**config.mk**
```make
export PLATFORM = sky130hd
export DESIGN_NAME = mem_stage_vlsu
export DESIGN_NICKNAME = d
export VERILOG_FILES = /design/src/rtl/mem_pkg.sv /design/src/rtl/vlsu_lane_buf.sv /design/src/rtl/mem_stage_vlsu.sv
export SDC_FILE = /design/constraint.sdc
export NUM_CORES = 1
export LEC_CHECK = 0
export CORE_AREA = 2 2 169 171
export DETAILED_ROUTE_END_ITERATION = 8
export DIE_AREA = 0 0 171 173
export GPL_ROUTABILITY_DRIVEN = 0
export PLACE_DENSITY_LB_ADDON = 0.1
export SYNTH_ARGS = -nofsm -noshare
export SYNTH_HDL_FRONTEND = slang
export SYNTH_HIERARCHICAL = 1
export SYNTH_SLANG_ARGS = --single-unit
```
**constraint.sdc**
```tcl
create_clock -name clk -period 5.4 [get_ports clk]
set_input_delay 0.54 -clock clk [delete_from_list [all_inputs] [get_ports clk]]
set_output_delay 0.54 -clock clk [all_outputs]
set_load 0.05 [all_outputs]
```
**src/rtl/mem_pkg.sv**
```systemverilog
// Shared types and constants for the vector-capable memory stage.
package mem_pkg;

  localparam int WORD_W = 32;
  localparam int VEC_W  = 128;
  localparam int LANES  = 4;

  typedef enum logic [2:0] {
    IDLE,
    RD,
    VRD,
    VLAST,
    VWR,
    RESP
  } mem_state_t;

  // Select 32-bit lane idx out of a 128-bit vector.
  function automatic logic [WORD_W-1:0] lane_sel(input logic [VEC_W-1:0] vec,
                                                 input logic [1:0]       idx);
    return vec[{idx, 5'd0} +: WORD_W];
  endfunction

endpackage

```
**src/rtl/vlsu_lane_buf.sv**
```systemverilog
// Vector load capture register with per-lane write enable, plus the lane
// mux that feeds vector store data to the memory one word per beat.
module vlsu_lane_buf
  import mem_pkg::*;
(
  input  logic              clk,
  input  logic              rst,
  input  logic              cap_en,
  input  logic [1:0]        cap_idx,
  input  logic [WORD_W-1:0] cap_data,
  input  logic [VEC_W-1:0]  st_vec,
  input  logic [1:0]        st_idx,
  output logic [WORD_W-1:0] st_lane,
  output logic [VEC_W-1:0]  vec_out
);

  logic [VEC_W-1:0] buf_d, buf_q;

  // Overwrite only the addressed lane; other lanes keep their old contents.
  always_comb begin
    buf_d = buf_q;
    if (cap_en) begin
      buf_d[{cap_idx, 5'd0} +: WORD_W] = cap_data;
    end
  end

  // Capture register.
  always_ff @(posedge clk) begin
    // NOTE: this is a small register bank, not a RAM macro, so it is safe to
    // reset; a real memory array would be left unreset.
    if (rst) begin
      buf_q <= '0;
    end else begin
      buf_q <= buf_d;
    end
  end

  assign st_lane = lane_sel(st_vec, st_idx);
  assign vec_out = buf_q;

endmodule

```
**src/rtl/mem_stage_vlsu.sv**
```systemverilog
// Memory stage: scalar word and 4-beat vector loads/stores against a 32-bit
// synchronous data memory, stalling upstream until each access completes.
module mem_stage_vlsu
  import mem_pkg::*;
#(
  parameter int ADDR_W = 10
) (
  input  logic              clk,
  input  logic              rst,
  input  logic              MemRead,
  input  logic              MemWrite,
  input  logic              VecMem,
  input  logic [31:0]       ALUresult,
  input  logic [WORD_W-1:0] WriteData,
  input  logic [VEC_W-1:0]  VWriteData,
  output logic [ADDR_W-1:0] mem_addr,
  output logic [WORD_W-1:0] mem_wdata,
  output logic              mem_we,
  input  logic [WORD_W-1:0] mem_rdata,
  output logic [WORD_W-1:0] ReadData,
  output logic [VEC_W-1:0]  VReadData,
  output logic              done,
  output logic              stall,
  output logic              align_err
);

  localparam logic [1:0] LAST_BEAT = 2'(LANES - 1);

  mem_state_t        state_q, state_d;
  logic [1:0]        cnt_q, cnt_d;
  logic [WORD_W-1:0] rdata_q, rdata_d;

  logic              req;
  logic [ADDR_W-1:0] wa;
  logic [1:0]        beat;
  logic [1:0]        cap_idx;
  logic              issue;
  logic              we;
  logic              cap_en;
  logic [WORD_W-1:0] wdata;
  logic [WORD_W-1:0] st_lane;
  logic              unused_addr_bits;

  assign req     = MemRead | MemWrite;
  assign wa      = ALUresult[ADDR_W+1:2];
  // IDLE always issues beat 0; otherwise the counter is the lane index.
  assign beat    = (state_q == IDLE) ? 2'd0 : cnt_q;
  // Read data lags the issued address by one cycle, so capture trails by one.
  assign cap_idx = cnt_q - 2'd1;
  assign unused_addr_bits = ^ALUresult[31:ADDR_W+2];

  // Next-state, beat sequencing and memory-port control.
  always_comb begin
    // NOTE: every variable gets a default before the case so no path can
    // leave one unassigned and infer a latch.
    state_d = state_q;
    cnt_d   = cnt_q;
    rdata_d = rdata_q;
    issue   = 1'b0;
    we      = 1'b0;
    cap_en  = 1'b0;
    wdata   = '0;
    done    = 1'b0;
    stall   = 1'b0;

    unique case (state_q)
      IDLE: begin
        cnt_d = 2'd0;
        if (req) begin
          issue = 1'b1;
          stall = 1'b1;
          if (MemWrite) begin
            // A store wins when both requests are raised.
            we = 1'b1;
            if (VecMem) begin
              wdata   = st_lane;
              cnt_d   = 2'd1;
              state_d = VWR;
            end else begin
              wdata = WriteData;
              done  = 1'b1;
              stall = 1'b0;
            end
          end else if (VecMem) begin
            cnt_d   = 2'd1;
            state_d = VRD;
          end else begin
            state_d = RD;
          end
        end
      end
      RD: begin
        stall   = 1'b1;
        rdata_d = mem_rdata;
        state_d = RESP;
      end
      VRD: begin
        stall  = 1'b1;
        issue  = 1'b1;
        cap_en = 1'b1;
        cnt_d  = cnt_q + 2'd1;
        if (cnt_q == LAST_BEAT) begin
          state_d = VLAST;
        end
      end
      VLAST: begin
        stall   = 1'b1;
        cap_en  = 1'b1;
        state_d = RESP;
      end
      VWR: begin
        issue = 1'b1;
        we    = 1'b1;
        wdata = st_lane;
        cnt_d = cnt_q + 2'd1;
        if (cnt_q == LAST_BEAT) begin
          done    = 1'b1;
          state_d = IDLE;
        end else begin
          stall = 1'b1;
        end
      end
      RESP: begin
        done    = 1'b1;
        state_d = IDLE;
      end
      default: state_d = IDLE;
    endcase

    // Reset abandons the access at once: no write, no handshake.
    if (rst) begin
      issue  = 1'b0;
      we     = 1'b0;
      cap_en = 1'b0;
      wdata  = '0;
      done   = 1'b0;
      stall  = 1'b0;
    end
  end

  // State, beat counter and scalar load result.
  always_ff @(posedge clk) begin
    // NOTE: sequential state uses non-blocking assignments so every flop
    // samples the pre-edge values regardless of statement order.
    if (rst) begin
      state_q <= IDLE;
      cnt_q   <= 2'd0;
      rdata_q <= '0;
    end else begin
      state_q <= state_d;
      cnt_q   <= cnt_d;
      rdata_q <= rdata_d;
    end
  end

  vlsu_lane_buf u_lane_buf (
    .clk      (clk),
    .rst      (rst),
    .cap_en   (cap_en),
    .cap_idx  (cap_idx),
    .cap_data (mem_rdata),
    .st_vec   (VWriteData),
    .st_idx   (beat),
    .st_lane  (st_lane),
    .vec_out  (VReadData)
  );

  assign mem_addr  = issue ? (wa + ADDR_W'(beat)) : '0;
  assign mem_wdata = wdata;
  assign mem_we    = we;
  assign ReadData  = rdata_q;
  assign align_err = done & VecMem & (ALUresult[3:0] != 4'd0);

endmodule

```
==> results of run 1 <==
-- worst max-delay path, stage by stage (launching register included) --
cell             delay [ns]
dfxtp_1                0.76
nor3_4                 0.12
nor2_4                 0.51
ha_1                   0.30
fa_1                   0.27
nand4_1                0.18
or3_1                  0.40
a21oi_2                0.14
clkdlybuf4s50_1        0.82
-- synth_stat cells (3+ instances only) --
| cell type | count | area share [%] |
|---|---|---|
| buf_2 | 41 | 2.7 |
| o21ai_0 | 63 | 4.2 |
| a21oi_1 | 76 | 5.0 |
| buf_1 | 3 | 0.15 |
| clkbuf_1 | 15 | 0.74 |
| a21oi_2 | 4 | 0.46 |
| a21o_1 | 3 | 0.30 |
| inv_1 | 11 | 0.54 |
| nor4_1 | 3 | 0.25 |
| or3_1 | 7 | 0.58 |
| nor2_1 | 15 | 0.74 |
| nand2_1 | 161 | 8.0 |
| nand3_1 | 66 | 4.3 |
| a22o_2 | 16 | 2.1 |
| nor2b_1 | 33 | 2.7 |
| ha_1 | 8 | 1.3 |
| a32oi_1 | 4 | 0.46 |
| o21ai_1 | 3 | 0.20 |
| nand4_1 | 3 | 0.25 |
| buf_4 | 4 | 0.40 |
| mux4_2 | 32 | 9.5 |
| buf_6 | 11 | 1.6 |
| a22o_1 | 46 | 5.3 |
| dfxtp_1 | 165 | 43 |
-- logic make-up (layout without fill, tap and decap cells) --
group	Yosys count	in the layout	synth area share, %
AO/OA/AOI/OAI	226	226	19.2
XOR/XNOR	3	3	0.346
adder cells (fa/ha/maj)	9	9	1.58
buffers and inverters	88	472	6.89
flip-flops	165	165	43.5
multiplexers	32	32	9.49
other	0	1	0
AND/OR/NAND/NOR	308	308	19.0
-- routing by layer --
layer | share of wire (%) | up-vias | global-route usage (%)
met5 | 0 | - | 0
met4 | 2.3 | 0 | 6.39
met3 | 8.0 | 40 | 6.43
met2 | 49 | 297 | 37.2
met1 | 41 | 3598 | 25.7
li1 | - | 3705 | -
-- state kept, by name, summed over array words and instances, names as in the netlist --
signal	cells
u_lane_buf/vec_out	128
ReadData	32
state_q	3
cnt_q	2
-- power groups by stage --
stage | Clock [W] | Sequential (W) | Combinational (W)
3_3_place_gp | 0 | 0.00127 | 0.000665
5_1_grt | 0.00133 | 0.00125 | 0.000707
3_5_place_dp | 0 | 0.00127 | 0.000666
4_1_cts | 0.00127 | 0.00124 | 0.000670
2_1_floorplan | 0 | 0.00130 | 0.000331
6_report | 0.00124 | 0.00124 | 0.000662
-- worst paths after layout --
path	start	endpoint	cells past startpoint
setup / recovery	state_q[2]$_SDFFE_PP0P_	mem_addr[8]	8
hold / removal	u_lane_buf/vec_out[54]$_SDFFE_PP0P_	u_lane_buf/vec_out[54]$_SDFFE_PP0P_	2
setup reg to reg	state_q[1]$_SDFFE_PP0P_	u_lane_buf/vec_out[8]$_SDFFE_PP0P_	4
hold reg to reg	u_lane_buf/vec_out[54]$_SDFFE_PP0P_	u_lane_buf/vec_out[54]$_SDFFE_PP0P_	2
-- area by class of cell --
| class | count | area [um^2] |
|---|---|---|
| Fill cell | 2767 | 15100 |
| Antenna cell | 1 | 2.50 |
| Multi-Input combinational cell | 578 | 3850 |
| Clock inverter | 15 | 176 |
| Tap cell | 378 | 473 |
| Sequential cell | 165 | 3300 |
| Timing Repair Buffer | 429 | 4270 |
| Clock buffer | 17 | 425 |
| Inverter | 11 | 41.3 |
-- through the flow --
| step | area, um^2 | util [%] | instances |
|---|---|---|---|
| 6_report | 12500 | 45.4 | 1594 |
| 5_1_grt | 12500 | 45.4 | 1594 |
| 4_1_cts | 12500 | 45.4 | 1593 |
| 3_5_place_dp | 11900 | 43.2 | 1561 |
| 3_3_place_gp | 11900 | 43.2 | 1561 |
| 2_1_floorplan | 7600 | - | 831 |
==> results_dict.tcl, run 1 <==
set metrics [dict create \
    num-nets-final 1440 \
    swShare_pct 30.5 \
    std_cell_rows 61 \
    syn_to_final_growth_pct 65.1 \
    leakagePower_nw 4.35 \
    power.density_nw_per_um2 251 \
    switchingPower_w 0.000961 \
    grt_overflow 0 \
    clk_pin_slew_ns 0.07 \
    skew_ns 0.0111 \
    cp-end-kind "output port" \
    grt_pass1_wl_mm 48.4 \
    cts_resized 0 \
    rrSetupSlack_ns 2.35 \
    ys_seq_area_share_pct 43.5 \
    io_buffers 414 \
    dp_slack_ns 1.36 \
    worst_ir_drop_vdd_mv 0.196 \
    cts_tree "done" \
    period_share_pct 82.7 \
    clock_path_buffers 2 \
    synthArstFlopShare_pct 0 \
    arrival_ns 3.93 \
    drv_cap 0 \
    finalSetupTns_ns 0 \
    period_minus_slack_ns 4.47 \
    cts-buffers-inserted 17 \
    p_int_w 0.00219 \
    p_seq_share_pct 39.5 \
    crit_fanout 16 \
    cts_sinks 165 \
    ys.flop_type "dfxtp_1" \
    post-dp-hpwl_mm 24.4 \
    hold_viol 0 \
    status "finished, final reports clean" \
    cts_hold_buffers 0 \
    syn_area_per_cell_um2 9.14 \
    grt_max_degree 44 \
    clock_latency_ns 0.43 \
    rsz0062_at_grt "false" \
    fp.dieH_um 173 \
    initialDrtViolationCount 440 \
    drive_above_1_share_pct 9.71 \
    slew-limit-headroom_pct 22.4 \
    yosysUniqueCellTypes 52 \
    fp.dieW_um 171 \
    final_antenna_net_count 0 \
    finalPower_w 0.00315 \
    grt_use_total_pct 21.6 \
    finalSetupViolCount 0 \
    final_cell_mix "clkdlybuf4s50_1 (413), dfxtp_1 (165), nand2_1 (161)" \
    critPathRequiredTime_ns 4.86 \
    initial_core_util_pct 27.5 \
    combPwrFrac_pct 21.0 \
    core_area_um2 27600 \
    io_pins 435 \
    cts-htree-levels 4 \
    clockRootBuffer "clkbuf_16" \
    hp-class "reg2reg" \
    dieArea_um2 29600 \
    worstMarginPinSlew_ns 1.16 \
    synth_seq_cells 165 \
    syn_area_um2 7600 \
    firstDrtPassIters 5 \
    drt_wl_total_mm 32.5 \
    start_kind "flop" \
    worstSetupPathType "reg2out" \
    wl_per_cell_um 20.4 \
    vias 7640 \
    worst_slack_ns 0.935 \
    post-route-drc-count 0 \
    vias_per_cell 4.79 \
    maxSlewViolCount 0 \
    antenna_found_initial 1 \
    hold_ws_ns 0.450 \
    yosysWarningCount 6 \
    grt_pass1_vias 7804 \
    syn_inst 831 \
    fmax_mhz 224 \
    layout_commonest_cell "clkdlybuf4s50_1" \
    post_cts_buffers 0 \
    synth_edf_count 0 \
    synthesis.nets 1069 \
    pwr-share-clk_pct 39.5 \
]
Note: power is estimated with default switching activity, not from simulation.
==> inputs of run 2 (changes only) <==
Clock period 5.4 ns to 4.1 ns, I/O delays scaled along.
==> run 2 against run 1 <==
Power rose by 33%; clock skew is 0.0013 ns higher; die area unchanged; cell count is the same; worst hold slack lost 0.036 ns; core utilization increased by 1.3 points; setup slack got worse by 0.27 ns; critical path depth is 1 lower; flip-flop and latch count stayed put; first-iteration DRC count grew 25%; via count shrank 0.13%; combinational power increased by 42%.
==> results_dict.tcl, run 2 (same netlist as run 1, synthesis figures left out) <==
set metrics [dict create \
    hold_viol 0 \
    final_antenna_net_count 0 \
    cts_resized 0 \
    leakagePower_nw 4.53 \
    regToRegStartpoint "cnt_q[0]$_SDFFE_PP0N_" \
    num-nets-final 1441 \
    dieArea_um2 29600 \
    final_cell_mix "clkdlybuf4s50_1 (372), dfxtp_1 (165), nand2_1 (161)" \
    io_buffers 414 \
    dp_slack_ns 0.935 \
    startpoint "state_q[2]$_SDFFE_PP0P_" \
    grtUsageMet1_pct 26.3 \
    grt_max_degree 55 \
    largest_reg_flops 128 \
    instances_no_fill 1594 \
    worstMarginPinSlew_ns 1.11 \
    vias_per_cell 4.79 \
    grt_pass1_wl_mm 47.5 \
    worst_path_largest_cell_delay_ns 0.57 \
    cts-htree-levels 4 \
    std_cell_rows 61 \
    period_minus_slack_ns 3.43 \
    skew_ns 0.0124 \
    layout_commonest_cell "clkdlybuf4s50_1" \
    drv_cap 0 \
    clockRootBuffer "clkbuf_16" \
    syn_to_final_growth_pct 69.8 \
    firstDrtPassIters 4 \
    rsz0062_at_grt "false" \
    drt_wl_total_mm 32.5 \
    worstPathCellList "nor3_4 > nor2b_4 > ha_1 > a21oi_1 > or4_1 > a21oi_1 > buf_12" \
    grt_use_met3_pct 5.79 \
    dpl_cell_area_um2 12300 \
    critPathRequiredTime_ns 3.69 \
    placed_cells 1562 \
    core_area_um2 27600 \
    status "finished, final reports clean" \
    worst_slack_ns 0.670 \
    clock_latency_ns 0.43 \
    slew-limit-headroom_pct 25.6 \
    cts-buffers-inserted 17 \
    grt_use_total_pct 21.4 \
    cts_tree "done" \
    cp_num_buf_inv 1 \
    min_from "rst" \
    finalSetupViolCount 0 \
    drive_above_1_share_pct 13.1 \
    stdcell_area_um2 12900 \
    power.density_nw_per_um2 324 \
    clock_path_buffers 2 \
    crit_top_cell "a21oi_1" \
    finalSetupTns_ns 0 \
    worstSetupPathType "reg2out" \
    antenna_found_initial 2 \
    diodes 0 \
    hp-class "in2reg" \
    start_kind "flop" \
    slowest_stage "nor3_4" \
    post_cts_buffers 0 \
    period_share_pct 83.7 \
    crit_fanout 16 \
    clk_pin_slew_ns 0.07 \
    fmax_mhz 292 \
    crit_family "simple AND/OR/NAND/NOR gates" \
    grt_pass1_vias 7524 \
    cp-end-kind "output port" \
    busiest_layer "met2" \
    grt_overflow 0 \
    fp.dieW_um 171 \
    worst_ir_drop_vdd_mv 0.268 \
    post-route-drc-count 0 \
    vias 7630 \
    maxSlewViolCount 0 \
    met2_usage_pct 37.2 \
    post-dp-hpwl_mm 24.5 \
    cts_sinks 165 \
    initial_core_util_pct 27.5 \
    fillers 2708 \
    initialDrtViolationCount 550 \
    arrival_ns 3.02 \
    fp.dieH_um 173 \
    finalPower_w 0.00418 \
    wl_per_cell_um 20.4 \
    io_pins 435 \
    cts_hold_buffers 0 \
]
run 2: changes by cell type in the layout (fill, tap and decap cells not counted), moves of 2 or more:
cell,previous run,this run
clkinvlp_4,0,3
buf_4,15,20
clkdlybuf4s50_1,413,372
inv_8,5,3
buf_12,1,38
run 2: cell type report:
type | instances | area [um^2] | share of cell area (%)
Clock inverter | 14 | 163 | 1.26
Tap cell | 378 | 473 | 3.67
Timing Repair Buffer | 430 | 4630 | 35.9
Sequential cell | 165 | 3300 | 25.6
Multi-Input combinational cell | 578 | 3850 | 29.9
Clock buffer | 18 | 429 | 3.33
Inverter | 11 | 41.3 | 0.320
run 2: worst paths after layout:
kind              slack [ns]                                  end  cells past startpoint
hold reg to reg         0.45  u_lane_buf/vec_out[62]$_SDFFE_PP0P_                      2
hold / removal          0.41                cnt_q[1]$_SDFFE_PP0N_                      2
setup reg to reg        1.35  u_lane_buf/vec_out[95]$_SDFFE_PP0P_                      7
setup / recovery        0.67                          mem_addr[9]                      7
run 2: stage by stage:
| step | utilization (%) | hold slack [ns] |
|---|---|---|
| 4_1_cts | 46.7 | 0.394 |
| 2_1_floorplan | - | 0.471 |
| 3_5_place_dp | 44.5 | 0.441 |
| 5_1_grt | 46.7 | 0.413 |
| 3_3_place_gp | 44.5 | 0.433 |
| 6_report | 46.7 | 0.414 |
run 2: power by group:
part / leakage [nW] / internal [W] / switching, W / total (W)
clock: 0.279 / 0.000868 / 0.000737 / 0.00160
sequential: 1.33 / 0.00162 / 0.0000188 / 0.00164
combinational: 2.92 / 0.000440 / 0.000502 / 0.000943
total: 4.53 / 0.00293 / 0.00126 / 0.00418
run 2: worst register-to-register path: cells and delay by family (launching register included):
| family | cells | cell delay (ns) |
|---|---|---|
| compound gates | 1 | 0.29 |
| flops | 1 | 0.42 |
| fa+ha+maj | 2 | 0.64 |
| simple gates | 2 | 1.15 |
| buf+inv | 2 | 0.19 |
run 2: metal layers:
metal	vias up	share of wire [%]
met1	3615	42
met4	2	1.1
met5	-	0.040
li1	3716	-
met3	22	6.4
met2	275	50
==> patch (settings of run 2) <==
`WORD_W`: 32 -> 16.
--- a/src/rtl/mem_pkg.sv
+++ b/src/rtl/mem_pkg.sv
@@ -3,3 +3,3 @@
 
-  localparam int WORD_W = 32;
+  localparam int WORD_W = 16;
   localparam int VEC_W  = 128;
Interface: changed (resized ReadData, WriteData, mem_rdata and mem_wdata); port bits go from 435 to 371. The function was not compared with the original's and may differ.
==> patch against run 2 <==
  * Highest routed layer is now met4
  * Total power fell by 42%
  * Sequential cell count is 80 lower
  * Largest power group unchanged
  * Register-to-register slack worse by 0.19 ns
  * Synthesized area is 37% lower
  * Cell count decreased by 32%
  * Fmax fell by 2.1%
  * Worst setup slack got worse by 0.074 ns
  * Critical path depth grew 2
  * Clock skew fell by 0.0016 ns
  * Sequential share of layout area is 3.0 points lower
  * Design area shrank 42%
  * Wire length fell by 42%
  * Utilization shrank 19 points
==> patch: results (changes against run 2) <==
{
  "detailed_routing": {
    "drt_iter0_markers": {"value": 301, "change": "-45%"},
    "wire_per_inst": {"value": 17.58, "unit": "um", "change": "-14%"}
  },
  "run_status": {
    "run_status": "complete, no violations"
  },
  "grt": {
    "grt_pass1_wl": {"value": 28.28, "unit": "mm", "change": "-40%"},
    "via_count_of_the_first_global_routing_pass": {"value": 4651, "change": "-38%"},
    "grt_start_max_net_pins": {"value": 34, "change": "-38%"},
    "antenna_found_initial": {"value": 0, "change": "-2"}
  },
  "power_and_ir_drop": {
    "power_switching_share": {"value": 34.18, "unit": "%", "change": "+4.1 points"},
    "power_leakage": {"value": 2.612, "unit": "nW", "change": "-42%"}
  },
  "hold_path": {
    "worstHoldPathType": "reg2reg"
  },
  "finish": {
    "nNetsFinal": {"value": 905, "change": "-37%"}
  },
  "cts": {
    "cts-buffers-inserted": {"value": 9, "change": "-8"},
    "worstSkewPairLatency": {"value": 0.33, "unit": "ns", "change": "-0.10 ns"}
  },
  "logic_synthesis": {
    "ys_top_cells_by_area": "dfxtp_1 (36%), buf_4 (11%), a32o_1 (7.7%), mux4_2 (7.5%), o2bb2ai_1 (4.8%)",
    "synth_top_cells_by_count": "dfxtp_1 (85), buf_4 (67), a21oi_1 (41)",
    "syn_inst": {"value": 500, "change": "-40%"},
    "yosysSeqAreaShare": {"value": 35.56, "unit": "%", "change": "-7.9 points"}
  },
  "critical_path": {
    "arrival": {"value": 3.09, "unit": "ns", "change": "+0.07 ns"},
    "max_fo_critical_path": {"value": 20, "change": "+4"},
    "r2r_end": "u_lane_buf/vec_out[76]$_SDFFE_PP0P_",
    "r2r_setup_slack": {"value": 1.16, "unit": "ns", "change": "-0.19 ns"},
    "capture_point_of_the_worst_path": "mem_addr[8]"
  },
  "placed_design": {
    "place.detailed.instances": {"value": 1066, "change": "-32%"},
    "place_hpwl": {"value": 15.09, "unit": "mm", "change": "-38%"},
    "port_buffer_count": {"value": 222, "change": "-46%"}
  },
  "sta": {
    "slew_headroom": {"value": 24.03, "unit": "%", "change": "-1.6 points"}
  }
}
patch: changes by cell type after synthesis, sizes merged, moves of 61 or more:
cell	delta
nand2	-126
dfxtp	-80
a22o	-61
o21ai	-61
patch: layout make-up:
cell class	instances	area, sq um
fillers	3001	20100
multi-input cells	362	2592
repair buffers	231	2422
flip-flops and latches	85	1702
well taps	378	473.0
clock buffers	10	239.0
clock inverters	5	60.06
inverters	10	37.54
patch: kinds of logic (layout without fill, tap and decap cells):
logic type	Yosys count	count (layout)	synth area share, %
compound gates	126	126	20.35
xor+xnor	3	3	0.5493
fa+ha+maj	9	9	2.511
buf+inv	116	256	15.35
flops	85	85	35.56
mux	16	16	7.531
other cells	1	64	0.07838
simple gates	144	144	18.07
patch: metrics by stage:
stage          setup slack (ns)  area (sq um)  utilization (%)  hold WS (ns)
6_report                 0.5961          7526            27.24        0.4590
3_5_place_dp             0.9683          7227            26.16        0.4512
2_1_floorplan             1.071          5021                -        0.4719
4_1_cts                  0.5598          7526            27.24        0.4607
5_1_grt                  0.3589          7526            27.24        0.4801
3_3_place_gp             0.9202          7227            26.16        0.4465
patch: critical path: stages (launching register included):
cell     delay [ns]
dfxtp_1        0.70
nor3_2         0.09
buf_4          0.23
nor2b_1        0.13
buf_4          0.27
fa_1           0.29
nand4_1        0.20
or3_1          0.39
a21oi_1        0.28
buf_12         0.18
patch: power groups by stage:
stage               Clock [mW]  Sequential [mW]  Combinational, mW
finish                   0.827            0.851              0.740
CTS                      0.857            0.851              0.747
global placement             0            0.870              0.746
floorplan                    0            0.885              0.491
global route             0.891            0.853              0.785
detailed placement           0            0.870              0.746
patch: worst min-delay path by stage:
stage                                    startpoint  depth (start not counted)                              endpoint
2_1_floorplan                 cnt_q[1]$_SDFFE_PP0N_                          2                 cnt_q[1]$_SDFFE_PP0N_
3_3_place_gp   u_lane_buf/vec_out[102]$_SDFFE_PP0P_                          1  u_lane_buf/vec_out[102]$_SDFFE_PP0P_
3_5_place_dp               ReadData[3]$_SDFFE_PP0P_                          2              ReadData[3]$_SDFFE_PP0P_
4_1_cts                    ReadData[8]$_SDFFE_PP0P_                          2              ReadData[8]$_SDFFE_PP0P_
5_1_grt                    ReadData[3]$_SDFFE_PP0P_                          2              ReadData[3]$_SDFFE_PP0P_
6_report                   ReadData[8]$_SDFFE_PP0P_                          2              ReadData[8]$_SDFFE_PP0P_
patch: metal layers:
| metal | GRT usage [%] | routed length, um | share of wire (%) | up-vias |
|---|---|---|---|---|
| li1 | - | - | - | 2140 |
| met1 | 14.71 | 7579 | 40 | 2171 |
| met2 | 21.77 | 9276 | 49 | 243 |
| met3 | 3.914 | 1936 | 10 | 10 |
| met4 | 2.754 | 207 | 1.1 | 0 |
| met5 | 0 | 0 | 0 | - |
